`config.mk`:
```
export PLATFORM = sky130hd
export DESIGN_NAME = cram_seq
export DESIGN_NICKNAME = d
export VERILOG_FILES = /design/src/rtl/cram_pkg.sv /design/src/rtl/cram_seq.sv
export SDC_FILE = /design/constraint.sdc
export NUM_CORES = 1
export LEC_CHECK = 0
export BUFFER_PORTS_ARGS = -buffer_cell sky130_fd_sc_hd__buf_4
export CELL_PAD_IN_SITES_DETAIL_PLACEMENT = 0
export CELL_PAD_IN_SITES_GLOBAL_PLACEMENT = 1
export CORE_UTILIZATION = 32
export DETAILED_ROUTE_END_ITERATION = 6
export PLACE_DENSITY = 0.78
export RECOVER_POWER = 100
export SLEW_MARGIN = 20
export SYNTH_ARGS = -nofsm -noshare
export SYNTH_HDL_FRONTEND = slang
export SYNTH_SLANG_ARGS = --single-unit
export TNS_END_PERCENT = 10
```
`constraint.sdc`:
```
create_clock -name clk_i -period 2.5 [get_ports clk_i]
set_input_delay 0.375 -clock clk_i [delete_from_list [all_inputs] [get_ports clk_i]]
set_output_delay 0.375 -clock clk_i [all_outputs]
set_load 0.01 [all_outputs]
```
`src/rtl/cram_pkg.sv`:
```
// Shared types, instruction layout and helpers for the compute-RAM
// macro-command sequencer.
package cram_pkg;

    typedef enum logic [3:0] {
        OP_AND  = 4'd0,
        OP_OR   = 4'd1,
        OP_XOR  = 4'd2,
        OP_NAND = 4'd3,
        OP_NOR  = 4'd4,
        OP_XNOR = 4'd5,
        OP_ADD  = 4'd6,
        OP_CPY  = 4'd7,
        OP_INV  = 4'd8,
        OP_EQU  = 4'd9,
        OP_LDT  = 4'd10,
        OP_STC  = 4'd11,
        OP_STT  = 4'd12,
        OP_SC   = 4'd13,
        OP_CC   = 4'd14,
        OP_C2T  = 4'd15
    } op_type_e;

    localparam int EN_HI  = 31;
    localparam int EN_LO  = 28;
    localparam int OPC_HI = 27;
    localparam int OPC_LO = 24;
    localparam int A_HI   = 23;
    localparam int A_LO   = 16;
    localparam int B_HI   = 15;
    localparam int B_LO   = 8;
    localparam int D_HI   = 7;
    localparam int D_LO   = 0;

    localparam logic [3:0] EN_EXEC = 4'b1000;
    localparam logic [3:0] EN_TAG  = 4'b0001;

    typedef enum logic [1:0] {
        M_ADD   = 2'd0,
        M_ADDC  = 2'd1,
        M_LOGIC = 2'd2,
        M_RAW   = 2'd3
    } macro_op_e;

    typedef enum logic [2:0] {
        S_IDLE,
        S_PRE,
        S_RUN,
        S_POST,
        S_DONE
    } state_e;

    // True when base+width+extra-1 stays within the 256 columns.
    function automatic logic range_ok(
        input logic [7:0] base,
        input logic [8:0] width,
        input logic       extra
    );
        logic [8:0] top;
        top = {1'b0, base} + width + {8'd0, extra};
        return top <= 9'd256;
    endfunction

    function automatic logic [31:0] mk_inst(
        input logic       tag,
        input logic [3:0] opc,
        input logic [7:0] a,
        input logic [7:0] b,
        input logic [7:0] d
    );
        logic [31:0] i;
        i = '0;
        i[EN_HI:EN_LO]   = EN_EXEC | (tag ? EN_TAG : 4'b0000);
        i[OPC_HI:OPC_LO] = opc;
        i[A_HI:A_LO]     = a;
        i[B_HI:B_LO]     = b;
        i[D_HI:D_LO]     = d;
        return i;
    endfunction

endpackage

```
`src/rtl/cram_seq.sv`:
```
// Expands vector macro-commands into bit-serial array micro-ops and
// gates the host SRAM port while a command is in flight.
module cram_seq
    import cram_pkg::*;
#(
    parameter int Row       = 128,
    parameter int Col       = 256,
    parameter int WordSize  = 32,
    parameter int MaxWidth  = 32,
    parameter int AddrWidth = $clog2(Row * Col / WordSize),
    localparam int WW       = $clog2(MaxWidth)
) (
    input  logic                 clk_i,
    input  logic                 rst_ni,
    input  logic                 cmd_valid_i,
    output logic                 cmd_ready_o,
    input  logic [1:0]           cmd_op_i,
    input  logic [3:0]           cmd_sub_i,
    input  logic [WW-1:0]        cmd_width_i,
    input  logic                 cmd_tag_i,
    input  logic [7:0]           cmd_a_i,
    input  logic [7:0]           cmd_b_i,
    input  logic [7:0]           cmd_d_i,
    output logic                 busy_o,
    output logic                 done_o,
    output logic                 err_o,
    output logic [31:0]          inst_o,
    input  logic                 mem_req_i,
    input  logic                 mem_we_i,
    input  logic [AddrWidth-1:0] mem_addr_i,
    input  logic [WordSize-1:0]  mem_wdata_i,
    output logic                 mem_gnt_o,
    output logic [WordSize-1:0]  mem_rdata_o,
    output logic                 we_o,
    output logic [AddrWidth-1:0] addr_o,
    output logic [WordSize-1:0]  data_o,
    input  logic [WordSize-1:0]  data_i
);

    state_e        state_q, state_d;
    logic [31:0]   inst_q, inst_d;
    logic [WW-1:0] cnt_q, cnt_d, wm1_q, nxt;
    logic          err_q, err_d;
    macro_op_e     op_q, op_in;
    logic [3:0]    sub_q;
    logic          tag_q;
    logic [7:0]    a_q, b_q, d_q;

    logic       idle, accept, cmd_err;
    logic       unary_in, unary_q, sub_legal, need_b;
    logic [8:0] w_in;
    logic [3:0] run_opc;

    assign idle = (state_q == S_IDLE);

    assign mem_gnt_o   = mem_req_i & idle;
    assign we_o        = mem_gnt_o & mem_we_i;
    assign addr_o      = mem_addr_i;
    assign data_o      = mem_wdata_i;
    assign mem_rdata_o = data_i;

    assign cmd_ready_o = idle & ~mem_req_i;
    assign accept      = cmd_valid_i & cmd_ready_o;

    assign op_in     = macro_op_e'(cmd_op_i);
    assign w_in      = 9'(cmd_width_i) + 9'd1;
    assign unary_in  = (cmd_sub_i == OP_CPY) || (cmd_sub_i == OP_INV);
    assign unary_q   = (sub_q == OP_CPY) || (sub_q == OP_INV);
    assign sub_legal = (cmd_sub_i <= 4'd5) || unary_in;
    assign need_b    = !(op_in == M_LOGIC && unary_in);

    // RAW bypasses all checks; ADDC needs one extra column for carry-out.
    assign cmd_err = (op_in != M_RAW) &&
        (!range_ok(cmd_a_i, w_in, 1'b0) ||
         (need_b && !range_ok(cmd_b_i, w_in, 1'b0)) ||
         !range_ok(cmd_d_i, w_in, op_in == M_ADDC) ||
         (op_in == M_LOGIC && !sub_legal));

    assign nxt     = cnt_q + WW'(1);
    assign run_opc = (op_q == M_LOGIC) ? sub_q : OP_ADD;

    always_comb begin
        state_d = state_q;
        inst_d  = '0;
        cnt_d   = cnt_q;
        err_d   = err_q;
        unique case (state_q)
            S_IDLE: begin
                if (accept) begin
                    err_d = cmd_err;
                    cnt_d = '0;
                    if (cmd_err) begin
                        state_d = S_DONE;
                    end else begin
                        unique case (op_in)
                            M_ADD, M_ADDC: begin
                                inst_d  = mk_inst(cmd_tag_i, OP_CC,
                                                  8'd0, 8'd0, 8'd0);
                                state_d = S_PRE;
                            end
                            M_LOGIC: begin
                                inst_d  = mk_inst(cmd_tag_i, cmd_sub_i,
                                                  cmd_a_i,
                                                  unary_in ? 8'd0 : cmd_b_i,
                                                  cmd_d_i);
                                state_d = S_RUN;
                            end
                            M_RAW: begin
                                inst_d  = mk_inst(cmd_tag_i, cmd_sub_i,
                                                  cmd_a_i, cmd_b_i, cmd_d_i);
                                state_d = S_POST;
                            end
                        endcase
                    end
                end
            end
            S_PRE: begin
                inst_d  = mk_inst(tag_q, OP_ADD, a_q, b_q, d_q);
                cnt_d   = '0;
                state_d = S_RUN;
            end
            S_RUN: begin
                if (cnt_q == wm1_q) begin
                    if (op_q == M_ADDC) begin
                        inst_d  = mk_inst(tag_q, OP_STC, 8'd0, 8'd0,
                                          d_q + 8'(wm1_q) + 8'd1);
                        state_d = S_POST;
                    end else begin
                        state_d = S_DONE;
                    end
                end else begin
                    cnt_d  = nxt;
                    inst_d = mk_inst(tag_q, run_opc,
                                     a_q + 8'(nxt),
                                     unary_q ? 8'd0 : b_q + 8'(nxt),
                                     d_q + 8'(nxt));
                end
            end
            S_POST: state_d = S_DONE;
            default: state_d = S_IDLE;
        endcase
    end

    always_ff @(posedge clk_i or negedge rst_ni) begin
        if (!rst_ni) begin
            state_q <= S_IDLE;
            inst_q  <= '0;
            cnt_q   <= '0;
            err_q   <= 1'b0;
            op_q    <= M_ADD;
            sub_q   <= '0;
            tag_q   <= 1'b0;
            wm1_q   <= '0;
            a_q     <= '0;
            b_q     <= '0;
            d_q     <= '0;
        end else begin
            state_q <= state_d;
            inst_q  <= inst_d;
            cnt_q   <= cnt_d;
            err_q   <= err_d;
            if (accept) begin
                op_q  <= op_in;
                sub_q <= cmd_sub_i;
                tag_q <= cmd_tag_i;
                wm1_q <= cmd_width_i;
                a_q   <= cmd_a_i;
                b_q   <= cmd_b_i;
                d_q   <= cmd_d_i;
            end
        end
    end

    assign inst_o = inst_q;
    assign busy_o = !idle;
    assign done_o = (state_q == S_DONE);
    assign err_o  = done_o & err_q;

endmodule
```
## Yosys cells after proc, flatten, opt, wreduce, memory -nomap -nowiden

Index checks and enable logic that the tools add are counted.

| cells by class | value |
|---|---|
| bitwise gates (word level) | 6 |
| mux-type cells | 20 |
| reduce and logical (&&, ||, !) cells | 23 |
| equal/unequal tests | 18 |
| magnitude comparators | 4 |
| add/subtract/negate cells | 11 |

Operators with widths:

| operator | number |
|---|---|
| $pmux 32 s3 | 2 |
| $mux 32 | 4 |
| $add 8x5->8 | 4 |
| $add 8x6->9 | 3 |
| $le 9x9->1 const B | 3 |
| $mux 8 | 2 |
| $pmux 5 s3 | 1 |
| $mux 3 | 4 |
| $pmux 3 s4 | 1 |
| $mux 5 | 2 |
| $add 9x1->9 | 1 |
| $pmux 3 s3 | 1 |
| $add 8x1->8 const B | 1 |
| $eq 4x3->1 const B | 2 |
| $eq 4x4->1 const B | 2 |
| $add 5x1->6 const B | 1 |
| $eq 2x2->1 const B | 3 |
| $eq 3x2->1 const B | 2 |
| $logic_not 1->1 | 6 |
| $logic_or 1x1->1 | 6 |
| $ne 2x2->1 const B | 3 |
| $add 5x1->5 const B | 1 |
| $and 1x1->1 | 5 |
| $eq 5x5->1 | 1 |
| 15 further kinds | 21 |

| word-level totals | value |
|---|---|
| input bits | 115 |
| output and inout port bits | 112 |
| logic and storage cells | 93 |
| bits in registers | 77 |

## Longest topological paths before layout

Gate-level depths: netlist (run 1).

| depth | value |
|---|---|
| word-level depth | 12 |
| gate-level depth with buffers | 12 |
| gate-level depth less buffers | 11 |

## Worst setup path after synthesis (run 1)

No wires, ideal clock.

| timing path | value |
|---|---|
| kind | input-to-reg |
| start | input cmd_op_i[0] |
| end | register inst_q[4], in the netlist inst_o[4] |
| setup slack | -0.419 ns |
| library setup time | 0.120 ns |
| arrival time | 2.798 ns |
| cell stages on the path | 12 |
| buffers on the path | 2 |
| data required time | 2.380 ns |
| cells stage by stage | clkbuf_1 nand2b_1 fa_1 fa_1 nand2b_1 a21oi_1 a211oi_1 nor2_1 o41ai_4 and2_2 buf_4 a31o_2 |

| on the way | value |
|---|---|
| cells in the longest elaborated chain, start to end | 11 |
| elaborated cells between the ends (all ways) | 21 |
| classes of those cells | 1 x add/sub; 1 x order compare; 4 x eq/ne; 4 x mux; 11 x reduce/logical |

RTL lines:

| element | RTL line | source |
|---|---|---|
| start: declaration | cram_seq.sv:17 | `input logic [1:0] cmd_op_i,` |
| parallel branches: the longest is 8 deep, another holds $add 9x1->9 | n/a |  |
| $mux 32 (*) | cram_seq.sv:92 | `if (cmd_err) begin` |
| $mux 32 (*) | cram_seq.sv:89 | `if (accept) begin` |
| $pmux 32 s3 (*) | cram_seq.sv:87 | `unique case (state_q)` |
| named net inst_d[4] | cram_seq.sv:41 | `logic [31:0] inst_q, inst_d;` |
| end signal: assignment | cram_seq.sv:159 | `inst_q <= inst_d;` |
| end: declaration | cram_seq.sv:41 |  |

Mark *: on every way through the listed nets, which the timed path passes. The select of a mux whose other input is x is not followed.
A chain may end at the register's enable or synchronous reset.

## Worst setup path after layout (run 1)

| timing path | value |
|---|---|
| start | input cmd_op_i[1] |
| end | register inst_q[26], in the netlist inst_o[26] |

The elaborated chain is that of the path after synthesis.

==> summary.md, run 1 <==
| Metric | Value |
|---|---|
| Std-Cell Rows | 49 |
| Leading area contributor after synthesis | dfrtp_1 |
| CTS tree | done |
| Clock H-tree levels | 3 |
| Top-count cell post-synth | nand2_1 |
| Final hold vios | 0 |
| RSZ-0062 raised after global routing | true |
| Max Slew Vio Count | 0 |
| Final cell count without fillers | approximately 1000 |
| Multi-input gate area | 3470 µm² |
| Clock buffer depth | 2 |
| Sequential area share after synthesis | roughly 32% |
| Nets | 923 |
| Status | finished with violations |
| Hold Crit Class | in2reg |
| Vias | 5145 |
| Initial Util | between 30% and 40% |
| Setup CP Type | in2reg |
| Post-Syn Area | roughly 6000 µm² |
| GRT Overall Usage | 18.8% |
| Root buf cell | clkbuf_16 |
| LEAKAGE | 0.00338 µW |
| Final period demand of the worst path | 2.71 ns |
| Inst Count DP | 974 |
| Initial drt markers | 247 |
| DRC | 0 |
| Antenna violations before repair | 0 |
| Latest clock arrival within the worst-skew pair | 0.34 ns |
| Seq. cell area | around 1900 µm² |
| Reg clk slew, reported paths | 0.06 ns |
| Failing checks | negative setup slack |
| Critical path fanouts, max | 3 |
| R2R setup slack | 0.02 ns |
| Detailed-router iteration count before antenna repair | 4 |
| CTS Hold Bufs | 0 |
| First-pass GRT wire length | ~27000 µm |
| Final ANT Viol Nets | 0 |
| Max_slew headroom | 18.2% |
| Worst-Margin Slew | 1.23 ns |
| Setup Viol. Count Final | 29 |
| #FFs+latches synth | 75 |
| Gate Count Post-Synth | 681 |
| Drt wl/cell | 17.0 µm |
| Number of global-route vias before repair | 5072 |
| Post-placement setup slack | -0.714 ns |
| Full die area | ~19000 µm² |
| Final WS setup | -0.211 ns |
| Die H | 137 µm |
| Worst Setup Start Kind | primary input |
| Layout cells sized above 1 | 25.3% |
| Hold depth | 3 |
| Clk sinks | 75 |
| CTS buffer count | 9 |
| Ant. Diodes | 0 |
| Async set-reset flop share out of synthesis | 100% |
| Worst reg2reg path depth | 9 |
| Max Fclk | 369 MHz |
| Port bufs | 76 |
| Maximum vdd ir drop | 0.458 mV |
| Synth warn | 0 |
| DRT Wirelength | between 15000 and 20000 µm |
| Final HPWL DP | 12700 µm |
| Synth Area per Inst | between 8 and 9 µm² |
| Final setup TNS | -2.54 ns |
| Post-synth cell types | 69 |
| Top_reg_cell synth | dfrtp_1 |
| Final worst path period share | 108% |
| Worst setup EP type | flop |
| Via density | between 5 and 6 |
| Layout fillers | about 1800 |
| Synth top cells by count | nand2_1 (121), buf_4 (77), dfrtp_1 (75) |
| PD cells | 1130 nW/µm² |
| Core Area | 17900 µm² |
| Syn-to-layout area delta | 23.7% |
| Ports | 227 |
| WP data arrival | 2.94 ns |
| Die width | 137 µm |
| Largest cells by area after synthesis | dfrtp_1 (32%), buf_4 (9.9%), ha_1 (8.4%) |
| Grt ovf | 0 |
| Largest net degree at the start of global routing | between 40 and 50 |
| Top cell type's share of synthesized area | 32.2% |
| Required @ worst endpoint | 2.73 ns |
| Max Cap Violations | 0 |
| Post-synth EDFFs | 0 |
| Worst Skew | 0.00718 ns |
| GPL Wtd Cong | 0.829 |
[path summary, 6_finish.rpt]
check	start	end
max	cmd_op_i[1]	inst_o[26]
min	cmd_tag_i	tag_q
max reg2reg	cnt_q[0]	inst_o[4]
min reg2reg	a_q[7]	a_q[7]
max in group asynchronous	rst_ni	inst_o[8]
min in group asynchronous	rst_ni	inst_o[28]
[cells by family (layout without fill, tap and decap cells)]
logic type      after synthesis  after routing  synth area share (%)
compound gates              170            170                  20.3
xor+xnor                     28             28                  4.20
fa+ha+maj                    47             47                  11.1
buf+inv                     132            216                  13.6
flops                        75             75                  32.2
mux                           2              2                 0.365
other cells                   1              2                0.0643
simple gates                226            226                  18.1
[per-stage QoR]
stage               instance area [µm²]  power, µW  hold slack, ns  util [%]
floorplan                          5910       5170          0.0794         -
global placement                   6730       6680           0.442      37.6
detailed placement                 6730       6730           0.444      37.6
CTS                                7250       8240          0.0824      40.5
global route                       7210       8880           0.266      40.3
finish                             7210       8180           0.265      40.3
[placed cells by master (no fill, tap or decap), types with 4 or more instances in the layout]
cell type,n
o211ai_1,4
fa_2,4
a31oi_1,4
clkbuf_16,9
nor2b_1,12
inv_1,34
o21ai_0,37
buf_6,4
o221ai_1,5
a21oi_1,22
o31ai_1,6
buf_4,118
nand3_1,11
fa_1,4
and3_1,6
a41o_1,7
clkbuf_1,39
ha_1,36
xor2_1,10
nand2_1,121
dfrtp_1,75
nand2b_1,4
a211oi_1,5
nor3_1,7
nor2_1,31
o21ai_1,8
o22ai_1,6
a21o_1,9
a22oi_1,11
xnor2_1,13
o21bai_1,5
[layout make-up]
cell class	instances	area share (%)
clock buffers	11	3.37
clock inverters	5	0.867
inverters	35	1.82
multi-input cells	475	48.1
flip-flops and latches	75	26.0
well taps	229	3.97
repair buffers	165	15.9
[where the power goes]
group / internal (µW) / total (µW) / switching, µW / leakage, µW
clock network: 804 / 1330 / 526 / 0.000142
registers: 1730 / 2150 / 424 / 0.000960
logic: 2120 / 4700 / 2580 / 0.00228
[registers in the layout (all words and copies together), names as in the netlist]
| signal | flops |
|---|---|
| a_q | 8 |
| sub_q | 4 |
| tag_q | 1 |
| err_q | 1 |
| op_q | 2 |
| state_q | 3 |
| d_q | 8 |
| wm1_q | 5 |
| cnt_q | 5 |
| inst_o | 30 |
| b_q | 8 |
[worst max-delay path, cell delays in order]
cell and delay, ns:
buf_6 0.09, nand2b_4 0.15, fa_2 0.42, fa_2 0.38
nand2b_4 0.15, a21oi_4 0.15, xor2_2 0.11, o41ai_4 0.44
buf_4 0.19, a21boi_4 0.07, buf_4 0.14, o311ai_2 0.25
[layer usage]
layer | part of all wire, % | vias up | global-route usage [%] | wire (µm)
met5 | 0 | - | 0 | 0
met4 | 2.4 | 0 | 6.72 | 407
met3 | 5.3 | 33 | 3.37 | 892
met2 | 46 | 156 | 29.7 | 7830
met1 | 46 | 2490 | 25.4 | 7770
li1 | - | 2466 | - | -
[repair_timing]
| item | in CTS | in global routing |
|---|---|---|
| buffers inserted | 2 | 3 |
| pin swaps | 10 | 10 |
| endpoints found under the setup margin | 34 | 34 |
| gates resized for setup | 30 | 22 |
(Power assumes the default switching activity.)
==> inputs of run 2 (changes only) <==
Settings changed: BUFFER_PORTS_ARGS -buffer_cell sky130_fd_sc_hd__buf_4 to -buffer_cell sky130_fd_sc_hd__buf_2.
==> summary.md, run 2 (synthesis gave the netlist of run 1 again) <==
| Metric | Value |
|---|---|
| Status | finished with violations |
| Failing checks | max-capacitance violations, max-slew violations, negative setup slack |
| Via density | 5.23 |
| Top delay family on crit path | compound AO/OA/AOI/OAI gates |
| Max Fclk | 372 MHz |
| Die H | ~140 µm |
| Initial drt markers | approximately 370 |
| CTS tree | done |
| GPL Wtd Cong | 0.863 |
| DP Area | 6530 µm² |
| Detailed-router iteration count before antenna repair | 5 |
| Port bufs | 76 |
| Ant. Diodes | 0 |
| Clock H-tree levels | 3 |
| Maximum vdd ir drop | ~0.45 mV |
| WL met1 | ~8200 µm |
| Latest clock arrival within the worst-skew pair | about 0.34 ns |
| Reg2reg end | inst_o[4] |
| Layout cells sized above 1 | 27.7% |
| Worst-Margin Slew | 2.18 ns |
| Final ANT Viol Nets | 0 |
| Multi-input gate area | 3570 µm² |
| Setup CP Type | in2reg |
| Layout fillers | 1825 |
| Final setup TNS | -3.08 ns |
| Design area | 7250 µm² |
| LEAKAGE | 0.00338 µW |
| Post-placement setup slack | -0.672 ns |
| Inst Count DP | 974 |
| Initial Util | about a third |
| WP data arrival | 2.92 ns |
| Slowest-stage cell, CP | o41ai_4 |
| Drt wl/cell | between 15 and 20 µm |
| DRC | 0 |
| Clk sinks | 75 |
| Nets | ~920 |
| Seq. cell area | 1880 µm² |
| DRT Wirelength | 18000 µm |
| Die width | between 100 and 150 µm |
| Grt ovf | 0 |
| Required @ worst endpoint | 2.73 ns |
| Worst r2r src | cnt_q[0] |
| Critical path's largest stage delay | between 0.4 and 0.5 ns |
| Final Power | 8280 µW |
| CP cell instances | buf_8 -> ha_4 -> xor2_4 -> buf_6 -> ha_4 -> o21ai_2 -> a21oi_2 -> nor4_2 -> a311oi_2 -> o41ai_4 -> buf_4 -> a21boi_4 -> buf_6 -> mux2_4 |
| Final hold vios | 0 |
| Final worst path period share | 108% |
| Syn-to-layout area delta | 24.2% |
| Max FFs per register | 30 |
| Most frequent cells in the layout | nand2_1 (121), dfrtp_1 (75), buf_4 (75) |
| Core Area | 17900 µm² |
| Ports | 227 |
| Launch point of the worst path | cmd_width_i[1] |
| DR WL met2 | 8460 µm |
| Max Slew Vio Count | 39 |
| Worst Skew | 0.00790 ns |
| Final HPWL DP | 13100 µm |
| CTS Hold Bufs | 0 |
| Setup Viol. Count Final | 33 |
| Worst Setup Start Kind | primary input |
| Std-Cell Rows | 49 |
| Hold Crit Class | in2reg |
| Clock buffer depth | 2 |
| Final WS setup | -0.190 ns |
| Vias | 5202 |
| CTS buffer count | 9 |
| Largest net degree at the start of global routing | 39 |
| R2R setup slack | -0.03 ns |
| WP depth | 14 |
| Reg clk slew, reported paths | roughly 0.060 ns |
| RSZ-0062 raised after global routing | true |
| Worst Path Buf+Inv | 4 |
| Max_slew headroom | -45.7% |
| PD cells | 1140 nW/µm² |
| Root buf cell | clkbuf_16 |
| GRT Overall Usage | 19.5% |
| Antenna violations before repair | 0 |
| Worst setup EP type | flop |
| Final cell count without fillers | 994 |
| DR WL met3 | 969 µm |
| Number of global-route vias before repair | roughly 5000 |
| Critical path fanouts, max | 6 |
| Crit path to | err_q |
| Final period demand of the worst path | 2.69 ns |
| First-pass GRT wire length | 27500 µm |
| Most common cell after layout, fill and taps aside | nand2_1 |
| Full die area | 18800 µm² |
| Max Cap Violations | 1 |
| DR top layer | met4 |
| Worst reg2reg path depth | 10 |
-- run 2: cell count changes in the layout (fill, tap and decap cells not counted), sizes merged --
cell	change
bufinv	+1
clkinvlp	-1
inv	-1
clkbuf	+1
clkinv	+1
buf	-2
-- run 2: what timing repair did --
item | 4_1_cts | 5_1_grt
pin swaps | 23 | 17
cloned | 0 | 0
gates resized for setup | 38 | 39
endpoints found under the setup margin | 34 | 34
buffers inserted | 4 | 1
hold endpoints to repair | 0 | 0
-- run 2: per-stage QoR --
| stage | hold WS [ns] | utilization, % |
|---|---|---|
| floorplan | 0.0794 | - |
| finish | 0.259 | 40.5 |
| detailed placement | 0.388 | 36.5 |
| global route | 0.278 | 40.5 |
| global placement | 0.388 | 36.5 |
| CTS | 0.0224 | 39.6 |
-- run 2: report_power, final --
group          switching, µW  total, µW  internal [µW]
clock network            521       1390            867
registers                444       2170           1730
logic                   2630       4720           2090
total                   3590       8280           4690
-- run 2: worst min-delay path by stage --
stage,start,endpoint,slack (ns),cells past startpoint
2_1_floorplan,rst_ni,a_q[0],0.08,0
3_3_place_gp,rst_ni,tag_q,0.39,1
3_5_place_dp,rst_ni,tag_q,0.39,1
4_1_cts,rst_ni,tag_q,0.02,1
5_1_grt,cmd_tag_i,tag_q,0.28,3
6_report,cmd_tag_i,tag_q,0.26,3
-- run 2: worst register-to-register path, stage by stage, from the launching register on --
cell and delay, ns:
dfrtp_1 0.37, ha_1 0.30, inv_1 0.29, fa_1 0.27
inv_1 0.05, a21o_1 0.17, a21oi_1 0.23, xor2_1 0.17
o22ai_1 0.09, a221o_1 0.27, a31o_2 0.22
-- run 2: per-layer routing --
metal | vias up | GRT usage, %
met1 | 2528 | 26.1
met4 | 0 | 6.11
li1 | 2470 | -
met5 | - | 0
met2 | 177 | 31.1
met3 | 27 | 4.07
-- run 2: area by class of cell --
class | instances | area share (%)
inverters | 35 | 1.86
clock inverters | 5 | 1.09
well taps | 229 | 3.95
flip-flops and latches | 75 | 25.9
clock buffers | 10 | 3.16
multi-input cells | 475 | 49.3
repair buffers | 165 | 14.7
==> inputs of run 3 (changes only) <==
Settings changed: BUFFER_PORTS_ARGS -buffer_cell sky130_fd_sc_hd__buf_2 to not set, CORE_UTILIZATION 32 to 42, DONT_BUFFER_PORTS set to 1.
==> summary.md, run 3 (synthesis gave the netlist of run 1 again) <==
| Metric | Value |
|---|---|
| DP Area | 5840 µm² |
| Largest net degree at the start of global routing | 76 |
| Pint | around 4600 µW |
| Via density | 5.85 |
| Final worst path period share | 104% |
| Max FFs per register | 30 |
| Final HPWL DP | 12500 µm |
| Gate power share | a little under three fifths |
| R2R setup slack | -0.02 ns |
| Worst Setup Start Kind | primary input |
| Sw Ratio | 43.6% |
| Std-Cell Rows | 42 |
| CTS buffer count | 9 |
| Antenna violations before repair | 0 |
| Critical path fanouts, max | 11 |
| Reg power frac | 28.1% |
| Setup Viol. Count Final | 17 |
| CTS tree | done |
| Worst-Margin Slew | 1.05 ns |
| Critical path's largest stage delay | 0.26 ns |
| Psw | 3530 µW |
| Final Power | between 8000 and 9000 µW |
| Reg2reg end | inst_o[22] |
| Worst Skew | 0.00895 ns |
| Detailed-router iteration count before antenna repair | 7 |
| Full die area | 14400 µm² |
| Initial Util | 43.5% |
| Worst Path Buf+Inv | 3 |
| Design area | 6570 µm² |
| Final Util | 49.0% |
| Final hold vios | 0 |
| Layout cells sized above 1 | 21.9% |
| LEAKAGE | 0.00300 µW |
| Status | finished with violations |
| DRT Wirelength | 17400 µm |
| Final period demand of the worst path | 2.60 ns |
| Required @ worst endpoint | 2.73 ns |
| Cell with the most instances on the worst path | buf_4 |
| Setup CP Type | in2reg |
| CP cell instances | ha_4 -> xor2_4 -> buf_4 -> ha_4 -> nor2b_1 -> o221ai_1 -> a21o_1 -> a41oi_4 -> a211oi_2 -> buf_4 -> buf_4 -> and2_4 -> a41o_1 |
| Latest clock arrival within the worst-skew pair | ~0.34 ns |
| Vias | between 4000 and 5000 |
| GRT Overall Usage | about a quarter |
| Clock H-tree levels | 3 |
| Number of global-route vias before repair | 4919 |
| Core Area | 13400 µm² |
| Worst r2r src | cnt_q[0] |
| Hold Crit Class | in2reg |
| Max Fclk | 384 MHz |
| Final ANT Viol Nets | 0 |
| WP data arrival | roughly 2.8 ns |
| Die width | 120 µm |
| Clk sinks | 75 |
| Clock buffer depth | 2 |
| Syn-to-layout area delta | 12.6% |
| DRC | 0 |
| First-pass GRT wire length | 27100 µm |
| RSZ-0062 raised after global routing | true |
| Launch point of the worst path | cmd_width_i[0] |
| Initial drt markers | 361 |
| Worst reg2reg path depth | 12 |
| Maximum vdd ir drop | 0.434 mV |
| Ant. Diodes | 0 |
| Reg clk slew, reported paths | 0.06 ns |
| Final setup TNS | -1.05 ns |
| Port bufs | 0 |
| Most common cell after layout, fill and taps aside | nand2_1 |
| Slowest-stage cell, CP | ha_4 |
| Ports | 227 |
| Die H | 120 µm |
| Post-placement setup slack | -0.664 ns |
| WP depth | 13 |
| Most frequent cells in the layout | nand2_1 (121), dfrtp_1 (75), buf_4 (51) |
| Top delay family on crit path | compound AO/OA/AOI/OAI gates |
| Max Cap Violations | 0 |
| Max_slew headroom | 29.7% |
| Grt ovf | 0 |
| Drt wl/cell | 20.8 µm |
| Max Slew Vio Count | 0 |
| Root buf cell | clkbuf_16 |
| Nets | 816 |
| Worst setup EP type | flop |
| GPL Wtd Cong | 0.865 |
| Crit path to | inst_o[8] |
| Final WS setup | -0.102 ns |
| PD cells | 1230 nW/µm² |
| Clk pwr share | 16.3% |
| Failing checks | negative setup slack |
[run 3: changes by cell type in the layout (fill, tap and decap cells not counted), sizes merged]
cell,before,now
buf,123,56
bufinv,2,1
clkbuf,52,13
clkinv,3,1
clkinvlp,1,3
dlygate4sd3,0,1
[run 3: stage by stage]
step / hold slack (ns) / instances
global route: 0.132 / 835
finish: 0.136 / 835
detailed placement: 0.0831 / 812
global placement: 0.0831 / 812
CTS: 0.131 / 832
floorplan: 0.0794 / 682
[run 3: metal layers]
metal | GRT usage (%) | share of wire, %
met1 | 31.6 | 42
met2 | 39.4 | 48
met3 | 6.37 | 7.5
met4 | 10.2 | 3.0
met5 | 0 | 0
[run 3: layout make-up]
cell class	instances	area, µm²
Fill cell	1260	6830
Multi-Input combinational cell	475	3580
Sequential cell	75	1880
Timing Repair Buffer	58	465
Clock buffer	12	246
Tap cell	176	220
Inverter	35	135
Clock inverter	4	50.0
[run 3: worst min path at each step]
stage               startpoint         to  cells after the start
floorplan               rst_ni     a_q[0]                      0
global placement        rst_ni  inst_o[1]                      0
detailed placement      rst_ni  inst_o[1]                      0
CTS                 cmd_d_i[4]     d_q[4]                      2
global route        cmd_b_i[7]     b_q[7]                      2
finish              cmd_b_i[0]     b_q[0]                      2
[run 3: timing repair]
item / CTS / global route
endpoints found under the setup margin: 33 / 34
pin swaps: 10 / 21
endpoints found under the hold margin: 75 / 0
hold buffers: 2 / 0
gates resized for setup: 29 / 40
buffers inserted: 2 / 3
[run 3: power by group through the flow]
| stage | combinational (µW) | sequential, µW | clock [µW] |
|---|---|---|---|
| after global routing | 5010 | 2330 | 1390 |
| after detailed placement | 4090 | 2280 | 0 |
| after floorplan | 3090 | 2080 | 0 |
| after CTS | 4280 | 2260 | 1340 |
| final | 4490 | 2270 | 1320 |
| after global placement | 4010 | 2270 | 0 |
